`src/rtl/tpu_cmd_dispatcher.sv`:
```
// TPU command dispatcher: takes the queue head descriptor, sequences optional
// DMA prefetch, array compute and optional DMA evict, then pops or halts the queue.
//
// Ports:
//   clk, rst_n              clock, asynchronous active-low reset
//   exec_valid, exec_cmd    queue head valid and 128-bit descriptor
//   exec_done, exec_error   one-cycle completion / failure pulses
//   dma_req/dir/addr/wgt_addr, dma_ack, dma_err
//                           DMA request (held until ack) and its response
//   arr_start/mode/k/m_sel/n_sel/cfg, arr_done
//                           systolic-array launch and completion
//   abort                   software abort
//   busy, last_err, cmds_done
//                           status: not idle, sticky error code, done counter
module tpu_cmd_dispatcher #(
    parameter int TIMEOUT_CYCLES = 65535,
    parameter int CNT_W          = 16
) (
    input  logic             clk,
    input  logic             rst_n,
    input  logic             exec_valid,
    input  logic [127:0]     exec_cmd,
    output logic             exec_done,
    output logic             exec_error,
    output logic             dma_req,
    output logic             dma_dir,
    output logic [31:0]      dma_addr,
    output logic [15:0]      dma_wgt_addr,
    input  logic             dma_ack,
    input  logic             dma_err,
    output logic             arr_start,
    output logic             arr_mode,
    output logic [7:0]       arr_k,
    output logic [3:0]       arr_m_sel,
    output logic [3:0]       arr_n_sel,
    output logic [2:0]       arr_cfg,
    input  logic             arr_done,
    input  logic             abort,
    output logic             busy,
    output logic [2:0]       last_err,
    output logic [CNT_W-1:0] cmds_done
);

    localparam int TW = $clog2(TIMEOUT_CYCLES + 1);

    localparam logic [7:0] OP_GEMM   = 8'h00;
    localparam logic [7:0] OP_REDUCE = 8'h01;
    localparam logic [7:0] OP_NOP    = 8'hFF;

    localparam logic [2:0] E_OPCODE  = 3'd1;
    localparam logic [2:0] E_KTILE   = 3'd2;
    localparam logic [2:0] E_TIMEOUT = 3'd3;
    localparam logic [2:0] E_DMA     = 3'd4;
    localparam logic [2:0] E_ABORT   = 3'd5;

    typedef enum logic [2:0] {
        S_IDLE,
        S_DECODE,
        S_LOAD,
        S_ISSUE,
        S_COMPUTE,
        S_STORE,
        S_DONE,
        S_ERR
    } state_t;

    state_t        state;
    state_t        state_nxt;
    logic [127:0]  cmd_q;
    logic [TW-1:0] tmo_cnt;
    logic [2:0]    err_nxt;
    logic          timed_out;
    logic          in_wait;

    logic [7:0]    opcode;
    logic          dma_en;
    logic [7:0]    k_tile;
    logic          unused_bits;

    assign opcode = cmd_q[127:120];
    assign dma_en = cmd_q[117];
    assign k_tile = cmd_q[15:8];

    // chain and irq_en belong to the queue; reserved bits carry nothing
    assign unused_bits = ^{cmd_q[119:118], cmd_q[113:96]};

    assign in_wait   = (state == S_LOAD) || (state == S_COMPUTE) ||
                       (state == S_STORE);
    // The entry cycle counts as the first, so this fires on the last one
    assign timed_out = (tmo_cnt == TW'(TIMEOUT_CYCLES - 1));

    always_comb begin
        state_nxt = state;
        err_nxt   = 3'd0;
        unique case (state)
            S_IDLE: begin
                if (exec_valid) state_nxt = S_DECODE;
            end
            S_DECODE: begin
                if (abort) begin
                    state_nxt = S_ERR;
                    err_nxt   = E_ABORT;
                end else if (opcode == OP_NOP) begin
                    state_nxt = S_DONE;
                end else if (opcode != OP_GEMM && opcode != OP_REDUCE) begin
                    state_nxt = S_ERR;
                    err_nxt   = E_OPCODE;
                end else if (k_tile == 8'd0) begin
                    state_nxt = S_ERR;
                    err_nxt   = E_KTILE;
                end else begin
                    state_nxt = dma_en ? S_LOAD : S_ISSUE;
                end
            end
            S_LOAD, S_STORE: begin
                if (abort) begin
                    state_nxt = S_ERR;
                    err_nxt   = E_ABORT;
                end else if (!exec_valid) begin
                    state_nxt = S_IDLE;
                end else if (dma_err) begin
                    state_nxt = S_ERR;
                    err_nxt   = E_DMA;
                end else if (dma_ack) begin
                    state_nxt = (state == S_LOAD) ? S_ISSUE : S_DONE;
                end else if (timed_out) begin
                    state_nxt = S_ERR;
                    err_nxt   = E_TIMEOUT;
                end
            end
            S_ISSUE: begin
                if (abort) begin
                    state_nxt = S_ERR;
                    err_nxt   = E_ABORT;
                end else if (!exec_valid) begin
                    state_nxt = S_IDLE;
                end else begin
                    state_nxt = S_COMPUTE;
                end
            end
            S_COMPUTE: begin
                if (abort) begin
                    state_nxt = S_ERR;
                    err_nxt   = E_ABORT;
                end else if (!exec_valid) begin
                    state_nxt = S_IDLE;
                end else if (arr_done) begin
                    state_nxt = dma_en ? S_STORE : S_DONE;
                end else if (timed_out) begin
                    state_nxt = S_ERR;
                    err_nxt   = E_TIMEOUT;
                end
            end
            S_DONE:  state_nxt = S_IDLE;
            S_ERR:   state_nxt = S_IDLE;
            default: state_nxt = S_IDLE;
        endcase
    end

    always_ff @(posedge clk or negedge rst_n) begin
        if (!rst_n) begin
            state     <= S_IDLE;
            cmd_q     <= '0;
            tmo_cnt   <= '0;
            last_err  <= 3'd0;
            cmds_done <= '0;
        end else begin
            state <= state_nxt;
            if (state == S_IDLE && exec_valid) begin
                cmd_q <= exec_cmd;
            end
            if (state_nxt != state) begin
                tmo_cnt <= '0;
            end else if (in_wait) begin
                tmo_cnt <= tmo_cnt + TW'(1);
            end
            // Code is visible alongside the exec_error pulse
            if (state_nxt == S_ERR && state != S_ERR) begin
                last_err <= err_nxt;
            end
            if (state == S_DONE) begin
                cmds_done <= cmds_done + CNT_W'(1);
            end
        end
    end

    assign exec_done    = (state == S_DONE);
    assign exec_error   = (state == S_ERR);
    assign busy         = (state != S_IDLE);
    assign dma_req      = (state == S_LOAD) || (state == S_STORE);
    assign dma_dir      = (state == S_STORE);
    assign dma_addr     = (state == S_STORE) ? cmd_q[95:64] : cmd_q[63:32];
    assign dma_wgt_addr = cmd_q[31:16];
    assign arr_start    = (state == S_ISSUE);
    assign arr_mode     = (opcode == OP_REDUCE);
    assign arr_k        = k_tile;
    assign arr_m_sel    = cmd_q[7:4];
    assign arr_n_sel    = cmd_q[3:0];
    assign arr_cfg      = cmd_q[116:114];

endmodule

```
`config.mk`:
```
export PLATFORM = sky130hd
export DESIGN_NAME = tpu_cmd_dispatcher
export DESIGN_NICKNAME = d
export VERILOG_FILES = /design/src/rtl/tpu_cmd_dispatcher.sv
export SDC_FILE = /design/constraint.sdc
export NUM_CORES = 1
export LEC_CHECK = 0
export ABC_CLOCK_PERIOD_IN_PS = 5800
export CORE_MARGIN = 2
export CORE_UTILIZATION = 30
export CTS_CLUSTER_SIZE = 30
export DETAILED_ROUTE_END_ITERATION = 6
export PLACE_DENSITY = 0.61
export SLEW_MARGIN = 20
export SYNTH_ARGS = -nofsm -noshare
export SYNTH_HDL_FRONTEND = slang
export SYNTH_SLANG_ARGS = --single-unit
```
`constraint.sdc`:
```
create_clock -name clk -period 5.8 [get_ports clk]
set_input_delay 0.58 -clock clk [delete_from_list [all_inputs] [get_ports clk]]
set_output_delay 0.58 -clock clk [all_outputs]
set_load 0.005 [all_outputs]
```
# Word-level counts from Yosys, hierarchy flattened
# Cells that the tools add are included.
# op_classes
n_addsub	2
eq_ne	14
muxes	36
n_reduce_logical	13
# ops
operator	n
$mux 3	24
$add 16x1->16 const B	2
$mux 16	2
$mux 32	1
$pmux 3 s6	1
$eq 16x16->1 const B	1
$eq 3x3->1 const B	5
$mux 2	6
$pmux 3 s4	1
$eq 8x1->1 const B	1
$eq 8x8->1 const B	1
$logic_not 8->1	1
$ne 8x1->1 const B	1
$reduce_bool 8->1	1
$eq 3x2->1 const B	2
$reduce_or 2->1	2
$eq 3x1->1 const B	1
$logic_and 1x1->1	3
$logic_not 3->1	1
$logic_or 1x1->1	3
$ne 3x3->1	1
$ne 3x3->1 const B	1
$reduce_bool 3->1	1
$reduce_bool 2->1	1
$mux 1	1
# totals
register_bits	166
input_bits	135
output_inout_bits	93

# Depth between registers and ports, before layout
# Gate-level depths: netlist (run 1).
# logic_depth
word_depth	9
mapped_depth	10

# Worst setup path before layout (run 1)
# OpenSTA, ideal clock, no wires.
# synth_timing
path_kind	input-to-reg
from	in exec_valid
to	reg cmd_q[45]
arrival_ps	2094
required_time_ps	5675
slack_ps	3581
path_stages	7
n_path_buf	4
path_cell_list	buf_2 or2b_2 nor3_1 buf_2 buf_2 buf_2 mux2_2
# synth_between
elab_chain_cells	1
# synth_lines
element	line	source
from (decl)	21	input logic exec_valid,
$logic_and 1x1->1	169	if (state == S_IDLE && exec_valid) begin
to (signal assigned)	170	cmd_q <= exec_cmd;
to (decl)	69	logic [127:0] cmd_q;
# No other way between the ends.
# A chain may end at the register's enable or synchronous reset.

# Worst setup path in the final report (run 1)
# layout_timing
from	reg state[1]
to	out dma_addr[18]
# layout_between
elab_chain_cells	2
# layout_lines
element	line	source
from (decl)	67	state_t state;
from (signal assigned)	168	state <= state_nxt;
$eq 3x3->1	192	assign dma_addr = (state == S_STORE) ? cmd_q[95:64] : cmd_q[63:32];
$mux 32	192	
to (decl)	27	output logic [31:0] dma_addr,
# No other way between the ends.

==> results.cfg, run 1 <==
[cts]
post_cts_buffers = 0
cts_hold_buf = 0
insertion_delay_ps = 420
ctsResizeCount = 0
cts-root-buf = clkbuf_16
htree_levels = 4
clock-sinks = 146
clk_pin_slew_ps = 70
cts_inserted_buffers = 17
clockBufferDepth = 2
cts_tree = done

[yosys]
yosysWarnings = 0
synth_top_area_cell = dfrtp_1
synthCells = 621
synth_edf_count = 0
synth_area_leaders = dfrtp_1 (52%), mux2_2 (18%), nand2_1 (6.3%)
synth_area_per_cell_um2 = 11.2
synth_fp_nets = 759
synth-seq-cells = 146
synth_seq_area_share = 0.524
synthesis.area_um2 = 6980
synth_flop_cell = dfrtp_1
synth_top_area_share = 0.524
synth_cell_types = 52
async_flop_share = 1.00

[worst_setup_path]
crit_slowest_cell = dfrtp_1
critPathLaunchType = register
crit_fanout = 22
worst-path-buf-inv = 3
path_cells = nand2b_1 -> or2_2 -> inv_1 -> buf_4 -> nand2_1 -> nand2_1 -> clkdlybuf4s50_1
cp_num_cells = 7
critical_path_required_ps = 5220
criticalPathCategory = reg2out
cp_common_cell = nand2_1
max_stage_delay_ps = 610
arrival_ps = 3290
critical_path.top_delay_family = buffers and inverters
ff2ff_path_depth = 7
endpoint_kind = primary output

[placed_design]
dp.final_hpwl_um = 11500
gp_congestion = 0.826
portBuffers = 207
place_inst = 1051

[job]
drv_cap = 0

[global_route]
grt_max_degree = 110
grt_pass1_wl_um = 26500
grt.overflow.total = 0
grt_pass1_vias = 5035
antenna_found_initial = 1
grt_usage = 0.138

[drt]
vias = 5040
avgViaCountPerCell = 4.65
ant_nets = 0
drc = 0
drt_iter0_markers = 150
drt-pass1-iter-count = 4
wl_um = 16700
wl_per_cell_um = 15.4

[sta]
fin_crit_ps = 3870
setup_viol = 0
worstMarginPinSlew_ps = 827
finalCritPeriodShare = 0.667
rsz0062_at_grt = no
skew_ps = 17.2
slew-limit-headroom = 0.449
finalMaxSlewViolations = 0
clock.fmax_mhz = 258
hold_viol_final = 0
finalSetupTns_ps = 0

[power]
p_leak_nw = 4.10
peakVddDrop_v = 0.000214
powerDensity_nw_per_um2 = 498

[floorplan]
ios = 228
rows = 55
design.die.area_um2 = 24500
die_h_um = 156
initial_core_util = 0.307
coreArea_um2 = 22700
dieWidth_um = 156

[finish]
drive_gt1_frac = 0.201
syn_to_final_growth_pct = 38.1
num_antenna_cells = 0
final_net_count = 923
fillers = 2192
finalNonFillerCells = 1083

[outcome]
status = completed

[worst_hold_path]
min_path_type = in2async
==> worst reg2reg max path: cells and delay by family, from the launching register on <==
family / cells / cell delay [ps]
AO/OA/AOI/OAI: 3 / 760
flip-flops: 1 / 730
AND/OR/NAND/NOR: 3 / 880
buffers and inverters: 1 / 400
==> cells in the mapped netlist, types with 3 or more instances <==
library cell  instances
nor2b_1               4
clkbuf_1              9
a21oi_1               8
nand4_1               9
o21ai_0              11
buf_2                15
nand2_1             118
xor2_1               17
and4_1                6
nand3_1              12
nor2_1               27
clkbuf_8              3
buf_1                 3
dfrtp_1             146
mux2_2              111
nor3_1                5
ha_1                  3
xnor2_1              13
inv_1                10
a31oi_1               8
and3_1                9
buf_4                35
nor4_1                4
o22ai_1               3
==> layout make-up <==
cell class	count	area, um^2	area share
Timing Repair Buffer	211	2120	0.220
Sequential cell	146	3650	0.379
Clock inverter	15	190	0.0197
Tap cell	285	357	0.0370
Multi-Input combinational cell	399	2850	0.296
Clock buffer	17	425	0.0442
Inverter	10	37.5	0.00390
==> report_power, final <==
part           internal [mW]  switching [mW]
Combinational           1.17           0.757
Clock                  0.659           0.497
Sequential              1.44           0.274
==> final timing paths <==
path / start / to / slack (ps)
worst max-delay path: state[1]$_DFF_PN0_ / dma_addr[18] / 1930
worst min-delay path: rst_n / cmd_q[41]$_DFFE_PN0P_ / 180
worst max register to register: state[1]$_DFF_PN0_ / tmo_cnt[1]$_DFFE_PN0P_ / 2940
worst min register to register: cmds_done[7]$_DFFE_PN0P_ / cmds_done[7]$_DFFE_PN0P_ / 480
max in group asynchronous: rst_n / cmd_q[18]$_DFFE_PN0P_ / 4230
min in group clk: cmds_done[7]$_DFFE_PN0P_ / cmds_done[7]$_DFFE_PN0P_ / 480
==> stage by stage <==
step	setup slack, ps	power [mW]	instance area, um^2	utilization	hold WS [ps]
2_1_floorplan	3580	2.88	6980	-	284
3_3_place_gp	2320	3.67	9020	0.397	464
3_5_place_dp	2370	3.70	9020	0.397	483
4_1_cts	1890	4.89	9630	0.424	228
5_1_grt	1650	5.14	9630	0.424	234
6_report	1930	4.80	9630	0.424	180
==> state kept, by name, summed over array words and instances, names as in the netlist <==
| register | flops |
|---|---|
| state | 3 |
| tmo_cnt | 16 |
| last_err | 3 |
| cmds_done | 16 |
| cmd_q | 108 |
==> kinds of logic (layout without fill, tap and decap cells) <==
family,Yosys count,after routing,share of synthesized area
AOI/OAI and AO/OA,45,45,0.0434
and+or+nand+nor,209,209,0.141
xor gates and xnor gates,30,30,0.0377
buffers and inverters,76,253,0.0678
DFF,146,146,0.524
adders and majority gates,3,3,0.00538
muxes,112,112,0.181
==> layer usage <==
layer  track usage  wire [um]  vias up
li1              -          -     2431
met1         0.175       7380     2422
met2         0.210       7470      174
met3        0.0648       1660       13
met4        0.0441        174        0
met5             0          0        -
==> layout by cell type (no fill, tap or decap), types with 2 or more instances in the layout <==
cell             instances
a21oi_1                  8
a31oi_1                  8
and3_1                   9
and4_1                   6
buf_4                    3
bufinv_16                2
clkbuf_16               17
clkdlybuf4s50_1        206
clkinv_4                 2
dfrtp_1                146
ha_1                     3
inv_1                   10
inv_6                    4
inv_8                    5
mux2_2                 111
nand2_1                118
nand2b_1                 2
nand3_1                 12
nand4_1                  9
nor2_1                  27
nor2b_1                  4
nor3_1                   4
nor4_1                   4
o211a_1                  2
o21ai_0                 11
o22ai_1                  3
o32ai_1                  2
or2b_2                   2
xnor2_1                 13
xor2_1                  17
Power figures use the tool's default switching activity.
==> run 2, diff against run 1 <==
ABC_CLOCK_PERIOD_IN_PS = 3700   (was 5800)
clock period = 3.7 ns   (was 5.8 ns; I/O delays follow)
==> results.cfg, run 2 (synthesized netlist as in run 1, its figures left out) <==
[worst_setup_path]
ff2ff_path_depth = 7
reg2reg_slack_ps = 1080
criticalPathCategory = reg2out
r2r-start = state[0]$_DFF_PN0_
critical_path_required_ps = 3330
critPathLaunchType = register
arrival_ps = 2680
crit_fanout = 33
endpoint_kind = primary output
r2r-end = last_err[1]$_DFFE_PN0P_

[cts]
clk_pin_slew_ps = 70
htree_levels = 4
cts-root-buf = clkbuf_16
clock-sinks = 146
cts_hold_buf = 0
clockBufferDepth = 2
insertion_delay_ps = 420
ctsResizeCount = 0
cts_inserted_buffers = 17
cts_tree = done
post_cts_buffers = 0

[floorplan]
design.die.area_um2 = 24500
initial_core_util = 0.307
rows = 55
die_h_um = 156
coreArea_um2 = 22700
dieWidth_um = 156
ios = 228

[power]
power_frac_comb = 0.415
p_int_mw = 5.17
switching_share = 0.313
peakVddDrop_v = 0.000388
p_leak_nw = 4.11
clkPwrFrac = 0.234
powerDensity_nw_per_um2 = 778
p_switching_mw = 2.35
seqPwrFrac = 0.350
power_mw = 7.52

[finish]
final_cell_mix = clkdlybuf4s50_1 (206), dfrtp_1 (146), nand2_1 (118)
final_net_count = 926
syn_to_final_growth_pct = 38.6
num_antenna_cells = 0
regMostFlops = cmd_q
largest_registers = cmd_q x108, cmds_done x16, tmo_cnt x16
final_common_cell = clkdlybuf4s50_1
largest_reg_flops = 108
drive_gt1_frac = 0.203

[drt]
ant_nets = 0
wl_um = 16800
vias = 5029
drc = 0
drt_iter0_markers = 179
highest_layer = met4
wl_per_cell_um = 15.4
wl_met3_um = 1570
drt-pass1-iter-count = 4
wl_met1_um = 7310
avgViaCountPerCell = 4.63
wl_met2_um = 7660

[global_route]
grt_pass1_wl_um = 27300
grt_pass1_vias = 5317
grt.overflow.total = 0
grt_max_degree = 96
antenna_found_initial = 0
grt_usage = 0.142

[sta]
rsz0062_at_grt = no
finalSetupTns_ps = 0
slew-limit-headroom = 0.370
skew_ps = 13.1
fin_crit_ps = 3050
clock.fmax_mhz = 327
worstMarginPinSlew_ps = 945
finalMaxSlewViolations = 0
setup_viol = 0
finalCritPeriodShare = 0.825
hold_viol_final = 0
setup_ws_ps = 646

[placed_design]
portBuffers = 207
place_ws_ps = 1010
dp.final_hpwl_um = 11500
gp_congestion = 0.830

[job]
drv_cap = 0

[outcome]
status = completed

[worst_hold_path]
min_path_type = in2async
## run 2: changes by cell type in the layout (fill, tap and decap cells not counted), sizes merged
cell	change
buf	+3
clkbuf	+2
clkinv	-1
clkinvlp	+3
inv	-4
## run 2: per-layer routing
metal	global-route usage	vias to the layer above
met3	0.0601	16
met5	0	-
met1	0.173	2417
li1	-	2427
met4	0.0446	0
met2	0.229	169
## run 2: power by group through the flow
| stage | logic [mW] | clock network, mW | registers [mW] |
|---|---|---|---|
| 6_report | 3.12 | 1.76 | 2.64 |
| 5_1_grt | 3.44 | 1.89 | 2.74 |
| 4_1_cts | 3.18 | 1.83 | 2.65 |
| 3_5_place_dp | 3.16 | 0 | 2.67 |
| 3_3_place_gp | 3.14 | 0 | 2.65 |
| 2_1_floorplan | 1.97 | 0 | 2.55 |
## run 2: how the worst max path moves through the flow
stage                                       from                       to  cells after the start
after floorplan           tmo_cnt[0]$_DFFE_PN0P_  last_err[1]$_DFFE_PN0P_                      8
after global placement                exec_valid    cmd_q[55]$_DFFE_PN0P_                      5
after detailed placement              exec_valid    cmd_q[62]$_DFFE_PN0P_                      5
after CTS                     state[0]$_DFF_PN0_             dma_addr[16]                      7
after global routing          state[0]$_DFF_PN0_             dma_addr[16]                      7
final                         state[0]$_DFF_PN0_             dma_addr[16]                      7
## run 2: worst max-delay path, cell delays in order (launching register included)
cell	delay, ps
dfrtp_1	660
inv_1	210
or2_2	350
inv_1	110
buf_12	210
nand2_1	110
nand2_1	70
clkdlybuf4s50_1	520
## run 2: area by class of cell
type / count / area (um^2)
Inverter: 10 / 37.5
Sequential cell: 146 / 3650
Timing Repair Buffer: 214 / 2160
Clock buffer: 19 / 453
Clock inverter: 13 / 148
Multi-Input combinational cell: 399 / 2850
Tap cell: 285 / 357
Fill cell: 2186 / 13000
## run 2: through the flow
stage | cells | hold WS [ps] | utilization | area (um^2)
floorplan | 621 | 74.4 | - | 6980
global placement | 1054 | 455 | 0.399 | 9060
detailed placement | 1054 | 473 | 0.399 | 9060
CTS | 1086 | 90.8 | 0.426 | 9670
global route | 1086 | 114 | 0.426 | 9670
finish | 1086 | 0.264 | 0.426 | 9670
